<file path="src/rtl/debounce_bank.sv">
// debounce_bank: multi-channel debouncer for push-buttons and sensors.
// Each channel synchronises its raw pin, normalises polarity so 1 = pressed,
// and accepts a level change only after SETTLE_TIME stable cycles. It emits a
// clean level plus one-cycle press/release strobes.
// Build option DEBOUNCE_LONG_PRESS_EN adds a per-channel long-press strobe;
// without it long_pulse is tied low and no long counters exist.
module debounce_bank #(
  parameter int CHANNELS    = 4,
  parameter int SETTLE_TIME = 500000,
  parameter int CNT_W       = 24,
  parameter int SYNC_STAGES = 2,
  parameter int ACTIVE_LOW  = 1,
  parameter int LONG_TIME   = 50000000,
  parameter int LONG_W      = 26
) (
  input  logic                clk_50_mhz,
  input  logic                rst_n,
  input  logic [CHANNELS-1:0] btn_in,
  output logic [CHANNELS-1:0] level_out,
  output logic [CHANNELS-1:0] press_pulse,
  output logic [CHANNELS-1:0] release_pulse,
  output logic [CHANNELS-1:0] long_pulse,
  output logic                any_active,
  output logic                busy
);

  localparam logic             INACTIVE_RAW = (ACTIVE_LOW != 0);
  localparam logic [CNT_W-1:0] SETTLE_LAST  = CNT_W'(SETTLE_TIME - 1);

  typedef enum logic {IDLE, SETTLING} state_t;

  logic [CHANNELS-1:0] level_nxt;
  logic [CHANNELS-1:0] busy_nxt;

  for (genvar i = 0; i < CHANNELS; i++) begin : g_chan
    logic [SYNC_STAGES-1:0] sync;
    logic                   pressed;
    logic                   candidate;
    logic                   level_q;
    logic                   press_q;
    logic                   release_q;
    logic                   long_q;
    logic                   accept;
    logic [CNT_W-1:0]       cnt;
    state_t                 state;

    // Synchroniser chain; reset parks it at the idle pin level so no false press appears
    always_ff @(posedge clk_50_mhz) begin
      if (!rst_n) begin
        sync <= {SYNC_STAGES{INACTIVE_RAW}};
      end else begin
        sync <= {sync[SYNC_STAGES-2:0], btn_in[i]};
      end
    end

    assign pressed = sync[SYNC_STAGES-1] ^ INACTIVE_RAW;

    // The candidate has been stable long enough and is about to become the level
    assign accept       = (state == SETTLING) && (pressed == candidate) && (cnt == SETTLE_LAST);
    assign level_nxt[i] = accept ? candidate : level_q;
    assign busy_nxt[i]  = (pressed != level_nxt[i]);

    // Settle FSM: track a candidate level and accept it after an unbroken stable run
    always_ff @(posedge clk_50_mhz) begin
      if (!rst_n) begin
        state     <= IDLE;
        candidate <= 1'b0;
        cnt       <= '0;
        level_q   <= 1'b0;
        press_q   <= 1'b0;
        release_q <= 1'b0;
      end else begin
        press_q   <= 1'b0;
        release_q <= 1'b0;
        case (state)
          IDLE: begin
            if (pressed != level_q) begin
              candidate <= pressed;
              cnt       <= '0;
              state     <= SETTLING;
            end
          end
          SETTLING: begin
            if (pressed != candidate) begin
              candidate <= pressed;
              cnt       <= '0;
              if (pressed == level_q) begin
                state <= IDLE;
              end
            end else if (accept) begin
              level_q   <= candidate;
              press_q   <= candidate;
              release_q <= ~candidate;
              cnt       <= '0;
              state     <= IDLE;
            end else begin
              cnt <= cnt + 1'b1;
            end
          end
          default: begin
            state <= IDLE;
          end
        endcase
      end
    end

`ifdef DEBOUNCE_LONG_PRESS_EN
    localparam logic [LONG_W-1:0] LONG_LAST = LONG_W'(LONG_TIME - 1);
    localparam logic [LONG_W-1:0] LONG_SAT  = LONG_W'(LONG_TIME);

    logic [LONG_W-1:0] lcnt;

    // Hold timer: fires once per press, then parks at LONG_SAT until release
    always_ff @(posedge clk_50_mhz) begin
      if (!rst_n) begin
        lcnt   <= '0;
        long_q <= 1'b0;
      end else begin
        long_q <= 1'b0;
        if (!level_q) begin
          lcnt <= '0;
        end else if (lcnt == LONG_LAST) begin
          long_q <= 1'b1;
          lcnt   <= LONG_SAT;
        end else if (lcnt != LONG_SAT) begin
          lcnt <= lcnt + 1'b1;
        end
      end
    end
`else
    assign long_q = 1'b0;
`endif

    assign level_out[i]     = level_q;
    assign press_pulse[i]   = press_q;
    assign release_pulse[i] = release_q;
    assign long_pulse[i]    = long_q;
  end

  // Summary flags taken from next-state values so they line up with level_out
  always_ff @(posedge clk_50_mhz) begin
    if (!rst_n) begin
      any_active <= 1'b0;
      busy       <= 1'b0;
    end else begin
      any_active <= |level_nxt;
      busy       <= |busy_nxt;
    end
  end

endmodule
</file>
<file path="config.mk">
export PLATFORM = sky130hd
export DESIGN_NAME = debounce_bank
export DESIGN_NICKNAME = d
export VERILOG_FILES = /design/src/rtl/debounce_bank.sv
export SDC_FILE = /design/constraint.sdc
export NUM_CORES = 1
export LEC_CHECK = 0
export CELL_PAD_IN_SITES_DETAIL_PLACEMENT = 1
export CELL_PAD_IN_SITES_GLOBAL_PLACEMENT = 2
export CORE_MARGIN = 3
export CORE_UTILIZATION = 25
export CTS_CLUSTER_SIZE = 28
export DETAILED_ROUTE_END_ITERATION = 8
export GPL_TIMING_DRIVEN = 0
export HOLD_SLACK_MARGIN = 0.08
export PLACE_DENSITY_LB_ADDON = 0.1
export SYNTH_ARGS = -nofsm -noshare
export SYNTH_HDL_FRONTEND = slang
export SYNTH_SLANG_ARGS = --single-unit
</file>
<file path="constraint.sdc">
create_clock -name clk_50_mhz -period 2.4 [get_ports clk_50_mhz]
set_input_delay 0.36 -clock clk_50_mhz [delete_from_list [all_inputs] [get_ports clk_50_mhz]]
set_output_delay 0.36 -clock clk_50_mhz [all_outputs]
set_load 0.05 [all_outputs]
</file>
# After elaboration in Yosys (flattened, before gate mapping)
# Cells that the tools add are included.
[word_totals]
ff_bits = 126
inputBits = 6
output_inout_bits = 18
elab_cells = 161
[op_classes]
addsub = 4
eq_ne = 32
muxes = 52
bitwise_logic = 21
reduce_logical = 22
[op_table]
columns = ["operator", "count"]
rows = [
  ["$mux 24", 12],
  ["$pmux 24 s2", 4],
  ["$add 24x1->24 const B", 4],
  ["$eq 24x19->1 const B", 4],
  ["$mux 1", 28],
  ["$reduce_or 4->1", 6],
  ["$not 1->1", 21],
  ["$pmux 1 s2", 8],
  ["$reduce_and 2->1", 8],
  ["$ne 1x1->1", 12],
  ["$eq 1x1->1", 8],
  ["$logic_and 1x1->1", 8],
  ["$ne 2x1->1 const B", 4],
  ["$ne 2x2->1 const B", 4],
]

# Logic depth before layout (Yosys ltp)
# Gate-level depths: netlist of the first run.
[depth]
depth_word = 7
depth_mapped = 8
mapped_depth_nobuf = 7

# Worst setup path after synthesis of the first run
# Ideal clock, no wire load.
[synth_timing]
kind = "register to register"
start = "register g_chan[3].cnt[0]"
end = "register g_chan[3].cnt[10]"
setup_ns = 0.117
t_arrival_ns = 1.887
t_required_ns = 2.283
path_slack_ns = 0.396
path_stages_with_launch = 9
n_path_buf = 1
period_less_slack_ns = 2.004
cell_sequence = "dfxtp_1 > ha_1 > nand4_1 > or2_2 > nor2_1 > nor2b_1 > o21ai_2 > buf_2 > nor2_1"
[synth_between]
elab_chain_len = 5
word_cells_on_any_way = 6
cone_classes = "add/sub (1); eq/ne (1); mux (3); reduce/logical (1)"
[synth_lines]
columns = ["item", "line", "text"]
rows = [
  ["from (decl)", "44", "logic [CNT_W-1:0] cnt;"],
  ["from (signal assigned)", "97", "cnt <= cnt + 1'b1;"],
  ["branches (longest 2 deep; another with $add 24x1->24)", "--", ""],
  ["$mux 24 (*)", "90", "end else if (accept) begin"],
  ["$mux 24 (*)", "84", "if (pressed != candidate) begin"],
  ["$pmux 24 s2 (*)", "75", "case (state)"],
]
# Every way passes the cells marked *.
# A chain may end at the register's enable or synchronous reset.

# Final worst setup path of the first run
[layout_timing]
start = "register g_chan[1].cnt[20]"
end = "register busy"
[layout_between]
elab_chain_len = 5
[layout_lines]
columns = ["item", "line", "text"]
rows = [
  ["from (decl)", "44", ""],
  ["from (signal assigned)", "97", ""],
  ["$eq 24x19->1", "59", "assign accept = (state == SETTLING) && (pressed == candidate) && (cnt == SETTLE_LAST);"],
  ["$logic_and 1x1->1", "59", ""],
  ["$mux 1", "--", ""],
  ["$ne 1x1->1", "61", "assign busy_nxt[i] = (pressed != level_nxt[i]);"],
  ["$reduce_or 4->1", "147", "busy <= |busy_nxt;"],
  ["to (signal assigned)", "147", ""],
  ["to (decl)", "24", "output logic busy"],
]
# No other way between the ends.

==> results of run 1 <==
-- power by group through the flow --
stage | combinational [uW] | sequential [uW] | clock (uW)
global route | 308 | 2140 | 3170
finish | 274 | 2140 | 2990
CTS | 274 | 2140 | 3090
global placement | 262 | 2180 | 0
detailed placement | 267 | 2180 | 0
floorplan | 173 | 2180 | 0
-- cells in the mapped netlist, types with 4 or more instances --
cell type	count
nand4_1	39
nor3_1	21
o21ai_0	17
a211oi_1	7
ha_1	4
xor2_1	56
nor2_1	119
and3_1	15
nor4_1	12
and2_1	4
o21ai_1	4
nor3b_1	5
nand3_1	27
inv_1	8
mux2i_1	4
buf_4	16
buf_2	6
dfxtp_1	126
or3_1	10
clkbuf_1	17
nand2b_1	13
a311oi_1	5
a21oi_1	40
and4_1	8
nor2b_1	5
xnor2_1	11
a21o_1	4
nand2_1	55
-- worst max-delay path: cells and delay by family, from the launching register on --
family          cells  cell delay [ns]
compound gates      1             0.32
xor+xnor            1             0.11
flops               1             0.34
mux                 1             0.30
simple gates        3             1.03
-- timing repair --
action / in CTS / in global routing
pin swaps: 2 / 2
setup buffers: 2 / 5
hold endpoints to repair: 0 / 0
resized for setup: 3 / 12
endpoints found under the setup margin: 48 / 49
cloned: 0 / 0
-- layout make-up --
type,count,share of cell area (%)
Multi-Input combinational cell,539,44.33
Sequential cell,126,34.26
Clock buffer,22,6.440
Tap cell,313,5.319
Timing Repair Buffer,26,3.297
Buffer,40,3.076
Clock inverter,10,2.821
Inverter,9,0.4588
-- flip-flops by register name, summed over array words and instances, names as in the netlist --
name	cells
any_active	1
busy	1
g_chan.candidate	4
g_chan.cnt	96
g_chan.level_q	4
g_chan.press_q	4
g_chan.release_q	4
g_chan.state	4
g_chan.sync	8
-- metrics by stage --
step           hold slack [ns]  cells  TNS (ns)  worst slack, ns  area [sq um]
2_1_floorplan           0.3863    715         0           0.3958          5972
3_3_place_gp            0.4111   1047    -5.574          -0.2255          6554
3_5_place_dp            0.4091   1047    -6.473          -0.2785          6554
4_1_cts                 0.4226   1081         0         0.005611          7262
5_1_grt                 0.4372   1085  -0.01487         -0.01487          7363
6_report                0.4194   1085         0           0.1761          7363
-- final timing paths --
path | startpoint | end | slack [ns] | cells past startpoint
worst max register to register | g_chan[1].cnt[20] | busy | 0.18 | 6
worst min-delay path | g_chan[1].sync[0] | g_chan[1].sync[1] | 0.42 | 1
worst min register to register | g_chan[1].sync[0] | g_chan[1].sync[1] | 0.42 | 1
worst max-delay path | g_chan[1].cnt[20] | busy | 0.18 | 6
-- per-layer routing --
layer / share of wire [%] / track usage (%)
met3: 2.1 / 3.147
met2: 49 / 23.49
met4: 0.98 / 3.432
met5: 0 / 0
met1: 48 / 17.13
-- cells by family after synthesis --
family	Yosys count
multiplexers	4
adder cells (fa/ha/maj)	4
other	1
AO/OA/AOI/OAI	101
flip-flops	126
AND/OR/NAND/NOR	359
XOR/XNOR	67
buffers and inverters	50
==> impl_metrics.toml, run 1 <==
[timing]
hold_viol_final = 0
finalMaxSlewViolations = 0
setup_viol = 0
tightest_slew_ns = 0.8415
fmax_mhz = 449.7
skew_ns = 0.009777
min_period_over_period_pct = 92.66
maxSlewHeadroom_pct = 43.90
fin_crit_ns = 2.224

[worst_setup_path]
cp-start-kind = "flop"
cp-end-kind = "flop"
critPathArrivalTime_ns = 2.52
slowest_stage = "or3_1"
path_class = "flop to flop"
cp_max_fo = 4
cp.required_ns = 2.70
cp_slowest_stage_delay_ns = 0.43
crit_chain = "or3_1, nor4_4, and4b_2, mux2i_2, xor2_1, o31a_1"

[floorplan]
dieArea_sq_um = 25730
rows = 55
die_h_um = 160.4
initial_core_util_pct = 25.86
fp.coreArea_sq_um = 23050
io_pins = 24
die_w_um = 160.4

[logic_synthesis]
ys_types = 61
synthArstFlopShare_pct = 0
synth.avg_cell_area_sq_um = 8.372
synth_cells = 712
synthTopCellsByArea = "dfxtp_1, xor2_1, nor2_1"
synth_compound_area_share_pct = 10.64
synth_edf_count = 0
synth-seq-area-share_pct = 42.32
synth_top_family_by_area = "simple AND/OR/NAND/NOR gates"
synth_seq_cells = 126
synthSimpleGateAreaFrac_pct = 31.19
synth.top_cell.area_share_pct = 42.32
synth-main-ff-cell = "dfxtp_1"
synth.cell_area_sq_um = 5961
synthMuxAreaShare_pct = 0.6717
synth_fa_ha_area_share_pct = 0.8396
yosysWarnings = 0
synth_xor_area_share_pct = 9.845
yosys.area.top_type = "dfxtp_1"

[pwr]
internal_power_uw = 4228
switching_share_pct = 21.80
p_total_uw = 5407
power.share.clock_pct = 55.4
comb_power_share_pct = 5.1
p_switching_uw = 1179
power.density_nw_per_um2 = 734.3
p_seq_share_pct = 39.5
peakVddDrop_mv = 0.3823
p_leak_uw = 0.002563

[layout]
fin_nets = 769
layout_commonest_cell = "dfxtp_1"
multi_input_comb_area_sq_um = 3264
fin_util_pct = 31.94
fillers = 2714
drive_gt1_share_pct = 11.53
regArea_sq_um = 2522
num_antenna_cells = 0
final_cell_mix = "dfxtp_1, nor2_1, xor2_1"
synthToLayoutAreaGrowth_pct = 23.53

[drt]
wl_per_cell_um = 15.67
drcViolationCount = 0
ant_nets = 0
dr.pass1.iters = 4
routed_via_density = 4.761
drtIter0Drc = 213
num_vias = 5166
wirelength_um = 17010

[global_route]
antenna_found_initial = 0
first_global_vias = 5465
grt_pass1_wl_um = 28480
grt_usage_pct = 13.61
grt-ovfl-total = 0
grt_max_degree = 17

[clock_tree]
insertion_delay_ns = 0.42
clk_path_buf_depth = 2
clk_pin_slew_ns = 0.06
cts_sinks = 126
h-tree-depth = 4
cts_tree = "done"
clockRootBuffer = "clkbuf_16"
hold_buffers = 0
numCtsBuffers = 17

[status]
outcome = "finished, final reports clean"

[placement]
io_buffer_count = 19
gp_routability_congestion = 0.7727
dpl.hpwl_um = 12050

[run]
max_cap_violations = 0

[min_path]
hp-class = "flop to flop"
Note: power is estimated with default switching activity, not from simulation.
==> run 2: changes to the inputs <==
Settings changed: REMOVE_ABC_BUFFERS from default to 1.
==> run 2 against run 1 <==
Wire length decreased by 7.4%. Count of clock-buffer cells in the layout decreased by 1. Clock skew decreased by 0.0023 ns. First-iteration DRC count decreased by 9.4%. Largest cell class unchanged.
==> impl_metrics.toml, run 2 (synthesized netlist as in run 1, its figures left out) <==
[status]
outcome = "finished, final reports clean"

[layout]
final_design_area_no_fill_sq_um = 7062
synthToLayoutAreaGrowth_pct = 18.47
registers.top_by_ff_count = "g_chan.cnt"
multi_input_comb_area_sq_um = 3264
final_cell_mix = "dfxtp_1, nor2_1, xor2_1"
largest_reg_flops = 96
fin_util_pct = 30.63
reg_top3 = "g_chan.cnt (96), g_chan.sync (8)"
num_antenna_cells = 0
fin_nets = 727
layout_commonest_cell = "dfxtp_1"
fillers = 2691
drive_gt1_share_pct = 8.493
regArea_sq_um = 2522

[pwr]
power.density_nw_per_um2 = 712.0
switching_share_pct = 23.49
p_seq_share_pct = 42.6
internal_power_uw = 3847
comb_power_share_pct = 5.0
power.share.clock_pct = 52.3
peakVddDrop_mv = 0.3970
p_switching_uw = 1181
p_leak_uw = 0.002386

[drt]
drcViolationCount = 0
num_vias = 5015
dr.pass1.iters = 4
drtIter0Drc = 193
ant_nets = 0
wirelength_um = 15750
routed_via_density = 4.808
wl_per_cell_um = 15.10

[timing]
tightest_slew_ns = 1.354
setup_viol = 0
maxSlewHeadroom_pct = 9.584
finalMaxSlewViolations = 0
fin_crit_ns = 2.223
min_period_over_period_pct = 92.61
hold_viol_final = 0
fmax_mhz = 449.9
skew_ns = 0.007524

[global_route]
grt_max_degree = 47
first_global_vias = 5130
use_met2_pct = 20.17
grt_pass1_wl_um = 26320
grt_busiest_layer = "met2"
grt_usage_pct = 12.51
grtUsageMet1_pct = 16.44
grt-ovfl-total = 0
antenna_found_initial = 0
met3_usage_pct = 2.554

[worst_setup_path]
cp-end-kind = "flop"
cp_max_fo = 16
critPathArrivalTime_ns = 2.53
cp.required_ns = 2.71
cp-start-kind = "flop"
path_class = "flop to flop"
ff2ff_setup_slack_ns = 0.18

[run]
max_cap_violations = 0

[placement]
gp_routability_congestion = 0.7303
dpl.hpwl_um = 10770
io_buffer_count = 19
place_area_sq_um = 6324

[floorplan]
fp.coreArea_sq_um = 23050
die_w_um = 160.4
initial_core_util_pct = 25.86
io_pins = 24
dieArea_sq_um = 25730
rows = 55
die_h_um = 160.4

[clock_tree]
insertion_delay_ns = 0.42
clk_path_buf_depth = 2
cts_tree = "done"
cts_sinks = 126
clk_pin_slew_ns = 0.06
h-tree-depth = 4
numCtsBuffers = 17
hold_buffers = 0
clockRootBuffer = "clkbuf_16"

[min_path]
hp-class = "flop to flop"
## run 2: cell count changes in the layout (fill, tap and decap cells not counted), moves of 3 or more
cell	delta
clkinv_2	+3
buf_2	-6
clkbuf_1	-15
bufinv_16	-3
buf_4	-20
## run 2: repair_timing
| item | in CTS | in global routing |
|---|---|---|
| endpoints found under the setup margin | 70 | 66 |
| gates resized for setup | 9 | 9 |
| buffers inserted | 2 | 3 |
| pin swaps | 2 | 2 |
## run 2: path summary, 6_finish.rpt
path                     start           endpoint  depth (start not counted)
min reg2reg  g_chan[0].sync[0]  g_chan[0].sync[1]                          1
max           g_chan[3].cnt[0]   g_chan[3].cnt[5]                          8
min          g_chan[0].sync[0]  g_chan[0].sync[1]                          1
max reg2reg   g_chan[3].cnt[0]   g_chan[3].cnt[5]                          8
## run 2: routing by layer
metal | up-vias | routed length (um)
met5 | - | 0
met4 | 0 | 256
met3 | 18 | 378
met2 | 50 | 7324
met1 | 2433 | 7788
li1 | 2514 | -
## run 2: final cells by class
type | count | area share [%]
multi-input cells | 539 | 46.23
flip-flops and latches | 126 | 35.72
clock buffers | 21 | 6.378
well taps | 313 | 5.546
repair buffers | 24 | 3.614
clock inverters | 11 | 2.002
inverters | 9 | 0.5138
## run 2: power by group through the flow
stage / Sequential (uW) / Combinational [uW] / Clock, uW
3_5_place_dp: 2190 / 231 / 0
4_1_cts: 2140 / 247 / 2720
5_1_grt: 2150 / 285 / 2820
3_3_place_gp: 2190 / 228 / 0
6_report: 2140 / 253 / 2630
2_1_floorplan: 2180 / 145 / 0
## run 2: worst max-delay path: stages, from the launching register on
cell and delay (ns):
dfxtp_1 0.40, ha_1 0.21, nand4_1 0.20, or2_2 0.37
nor2_1 0.25, nor2b_1 0.23, o21ai_4 0.21, buf_12 0.17
nor2_1 0.06
## run 2: stage by stage
stage,setup WS [ns],cells,hold WS (ns),setup TNS [ns],total power [uW]
finish,0.1773,1043,0.4114,0,5028
global route,-0.01082,1043,0.4259,-0.02579,5248
CTS,0.02579,1040,0.4160,0,5113
detailed placement,-0.4897,1006,0.3980,-37.32,2420
global placement,-0.5647,1006,0.3926,-38.38,2415
floorplan,0.3360,674,0.3863,0,2330
==> edit (flow settings as in run 1) <==
Add a define of `DEBOUNCE_LONG_PRESS_EN`.
--- a/src/rtl/debounce_bank.sv
+++ b/src/rtl/debounce_bank.sv
@@ -4,6 +4,8 @@
 // clean level plus one-cycle press/release strobes.
 // Build option DEBOUNCE_LONG_PRESS_EN adds a per-channel long-press strobe;
 // without it long_pulse is tied low and no long counters exist.
+`define DEBOUNCE_LONG_PRESS_EN
+
 module debounce_bank #(
   parameter int CHANNELS    = 4,
   parameter int SETTLE_TIME = 500000,
Formal check against the unedited RTL: same outputs for any inputs over 4 cycles, from zero or initial values and one cycle with rst_n low; that may be too few to reach the edited logic, so the function may still have changed.
==> edit against run 1 <==
Area after synthesis up 85%; cell area grew 80%; utilization decreased by 1.4 points; highest routed layer unchanged; wire length rose by 77%; non-clock buffer count increased by 29; via count grew 79%; critical path type unchanged; sequential cell count increased by 108; power grew 61%; largest cell class unchanged; worst setup slack got worse by 0.10 ns.
==> edit: results (changes against run 1) <==
<table>
<tr><th>Metric</th><th>Value</th></tr>
<tr><th colspan="2">STA</th></tr>
<tr><td>Clock skew after layout</td><td>0.0117 ns (was 0.00978 ns)</td></tr>
<tr><td>Slew Limit Headroom</td><td>0.495 (was 0.439)</td></tr>
<tr><th colspan="2">Worst setup path</th></tr>
<tr><td>Arrival time reported for the critical path endpoint</td><td>2.72 ns (was 2.52 ns)</td></tr>
<tr><td>Worst setup path startpoint</td><td>g_chan[1].cnt[1] (was g_chan[1].cnt[20])</td></tr>
<tr><th colspan="2">Clock tree</th></tr>
<tr><td>Clock network latency to the later pin of the worst-skew pair</td><td>0.57 ns (was 0.42 ns)</td></tr>
<tr><td>H-tree levels</td><td>1 (was 4)</td></tr>
<tr><td>Clock buffer count from CTS</td><td>31 (was 17)</td></tr>
<tr><th colspan="2">Min path</th></tr>
<tr><td>Path category of the worst min-delay check</td><td>in2reg (was reg2reg)</td></tr>
<tr><th colspan="2">Final layout</th></tr>
<tr><td>Net count reported at finish</td><td>1370 (was 769)</td></tr>
<tr><td>Largest registers</td><td>g_chan.lcnt x104, g_chan.cnt x96, g_chan.sync x8 (was g_chan.cnt x96, g_chan.sync x8)</td></tr>
<tr><td>Fraction of layout instances using a drive strength above 1</td><td>0.113 (was 0.115)</td></tr>
<tr><th colspan="2">Global route</th></tr>
<tr><td>GRT Util Overall</td><td>0.129 (was 0.136)</td></tr>
<tr><td>Global routing usage on met1</td><td>0.176 (was 0.171)</td></tr>
<tr><td>GR Util met2</td><td>0.214 (was 0.235)</td></tr>
<tr><td>First-pass GRT wire length</td><td>50500 um (was 28500 um)</td></tr>
<tr><td>Largest net degree at the start of global routing</td><td>16 (was 17)</td></tr>
<tr><td>Number of global-route vias before repair</td><td>9471 (was 5465)</td></tr>
<tr><td>Met3 usage</td><td>0.0215 (was 0.0315)</td></tr>
<tr><th colspan="2">Detailed routing</th></tr>
<tr><td>Total via count after detailed routing</td><td>9222 (was 5166)</td></tr>
<tr><td>Final WL</td><td>30000 um (was 17000 um)</td></tr>
<tr><th colspan="2">Placed design</th></tr>
<tr><td>I/O Buffers</td><td>23 (was 19)</td></tr>
<tr><td>Detail Placement HPWL</td><td>20900 um (was 12100 um)</td></tr>
<tr><th colspan="2">Run status</th></tr>
<tr><td>Run status</td><td>completed (unchanged)</td></tr>
<tr><th colspan="2">Synthesis</th></tr>
<tr><td>Synth top area cells</td><td>dfxtp_1 42%, xor2_1 8.5%, nor2_1 7.0% (was dfxtp_1 42%, xor2_1 8.2%, nor2_1 7.5%)</td></tr>
<tr><td>Count of unique library cells instantiated by Yosys</td><td>68 (was 61)</td></tr>
<tr><td>Multiplexer fraction of the synthesized cell area</td><td>0.00543 (was 0.00672)</td></tr>
<tr><td>Xor/xnor share of the synthesized area</td><td>0.117 (was 0.0984)</td></tr>
<tr><td>Part of the Yosys area used for sequential elements</td><td>0.424 (was 0.423)</td></tr>
<tr><td>Top cells by count, synth</td><td>234 x dfxtp_1, 205 x nor2_1, 107 x xor2_1 (was 126 x dfxtp_1, 119 x nor2_1, 56 x xor2_1)</td></tr>
</table>
[edit: cell count changes after synthesis, moves of 14 or more]
cell,before,now
o21ai_0,17,31
xor2_1,56,107
nor2_1,119,205
and3_1,15,35
a21oi_1,40,58
nand2_1,55,98
xnor2_1,11,41
dfxtp_1,126,234
nand3_1,27,88
[edit: metal layers]
layer,share of wire,vias up
met5,0,-
met4,0.023,0
met3,0.027,40
met2,0.45,68
met1,0.50,4448
li1,-,4666
[edit: kinds of logic after synthesis]
kind of cell / after synthesis
xor gates and xnor gates: 148
and+or+nand+nor: 647
DFF: 234
AOI/OAI and AO/OA: 158
buffers and inverters: 81
adders and majority gates: 12
muxes: 6
[edit: area by class of cell]
cell class                 count  area [um^2]
multi-input combinational    971         6090
timing repair buffer          33          315
clock inverter                 6         36.3
fill                        5133        30100
clock buffer                  51          941
buffer                        62          342
inverter                      19         71.3
sequential                   234         4700
tap                          585          732
[edit: power by group]
group          switching, mW  internal [mW]  total [mW]
sequential            0.0267           3.91        3.94
combinational          0.218         0.0966       0.315
clock                   1.80           2.65        4.45
total                   2.05           6.65        8.70
[edit: stage by stage]
stage                     TNS [ns]  instances  hold slack, ns  setup slack, ns  instance area, um^2
after floorplan                  0       1286           0.386            0.329                11100
after global placement       -7.57       1894           0.434           -0.523                12000
after detailed placement     -7.73       1894           0.436           -0.529                12000
after CTS                        0       1952           0.302           0.0107                13100
after global routing       -0.0209       1961           0.323          -0.0209                13200
final                            0       1961           0.345           0.0715                13200
[edit: critical path, stage by stage, from the launching register on]
cell and delay (ns):
dfxtp_4 0.36, ha_4 0.16, nor4b_4 0.27, nand4_4 0.18
nor4_4 0.46, mux2i_4 0.36, xnor2_2 0.15, a41oi_2 0.21
[edit: worst paths after layout]
kind | cells past startpoint | slack [ns] | endpoint
worst min-delay path | 2 | 0.35 | g_chan[2].sync[0]
worst min register to register | 1 | 0.45 | g_chan[0].sync[1]
worst max register to register | 7 | 0.07 | busy
worst max-delay path | 7 | 0.07 | busy
[edit: timing repair]
item                                    CTS  global route
pin swaps                                 2             7
setup buffers                             1             9
resized for setup                        11            30
endpoints found under the setup margin   41            88
hold buffers                              0             0
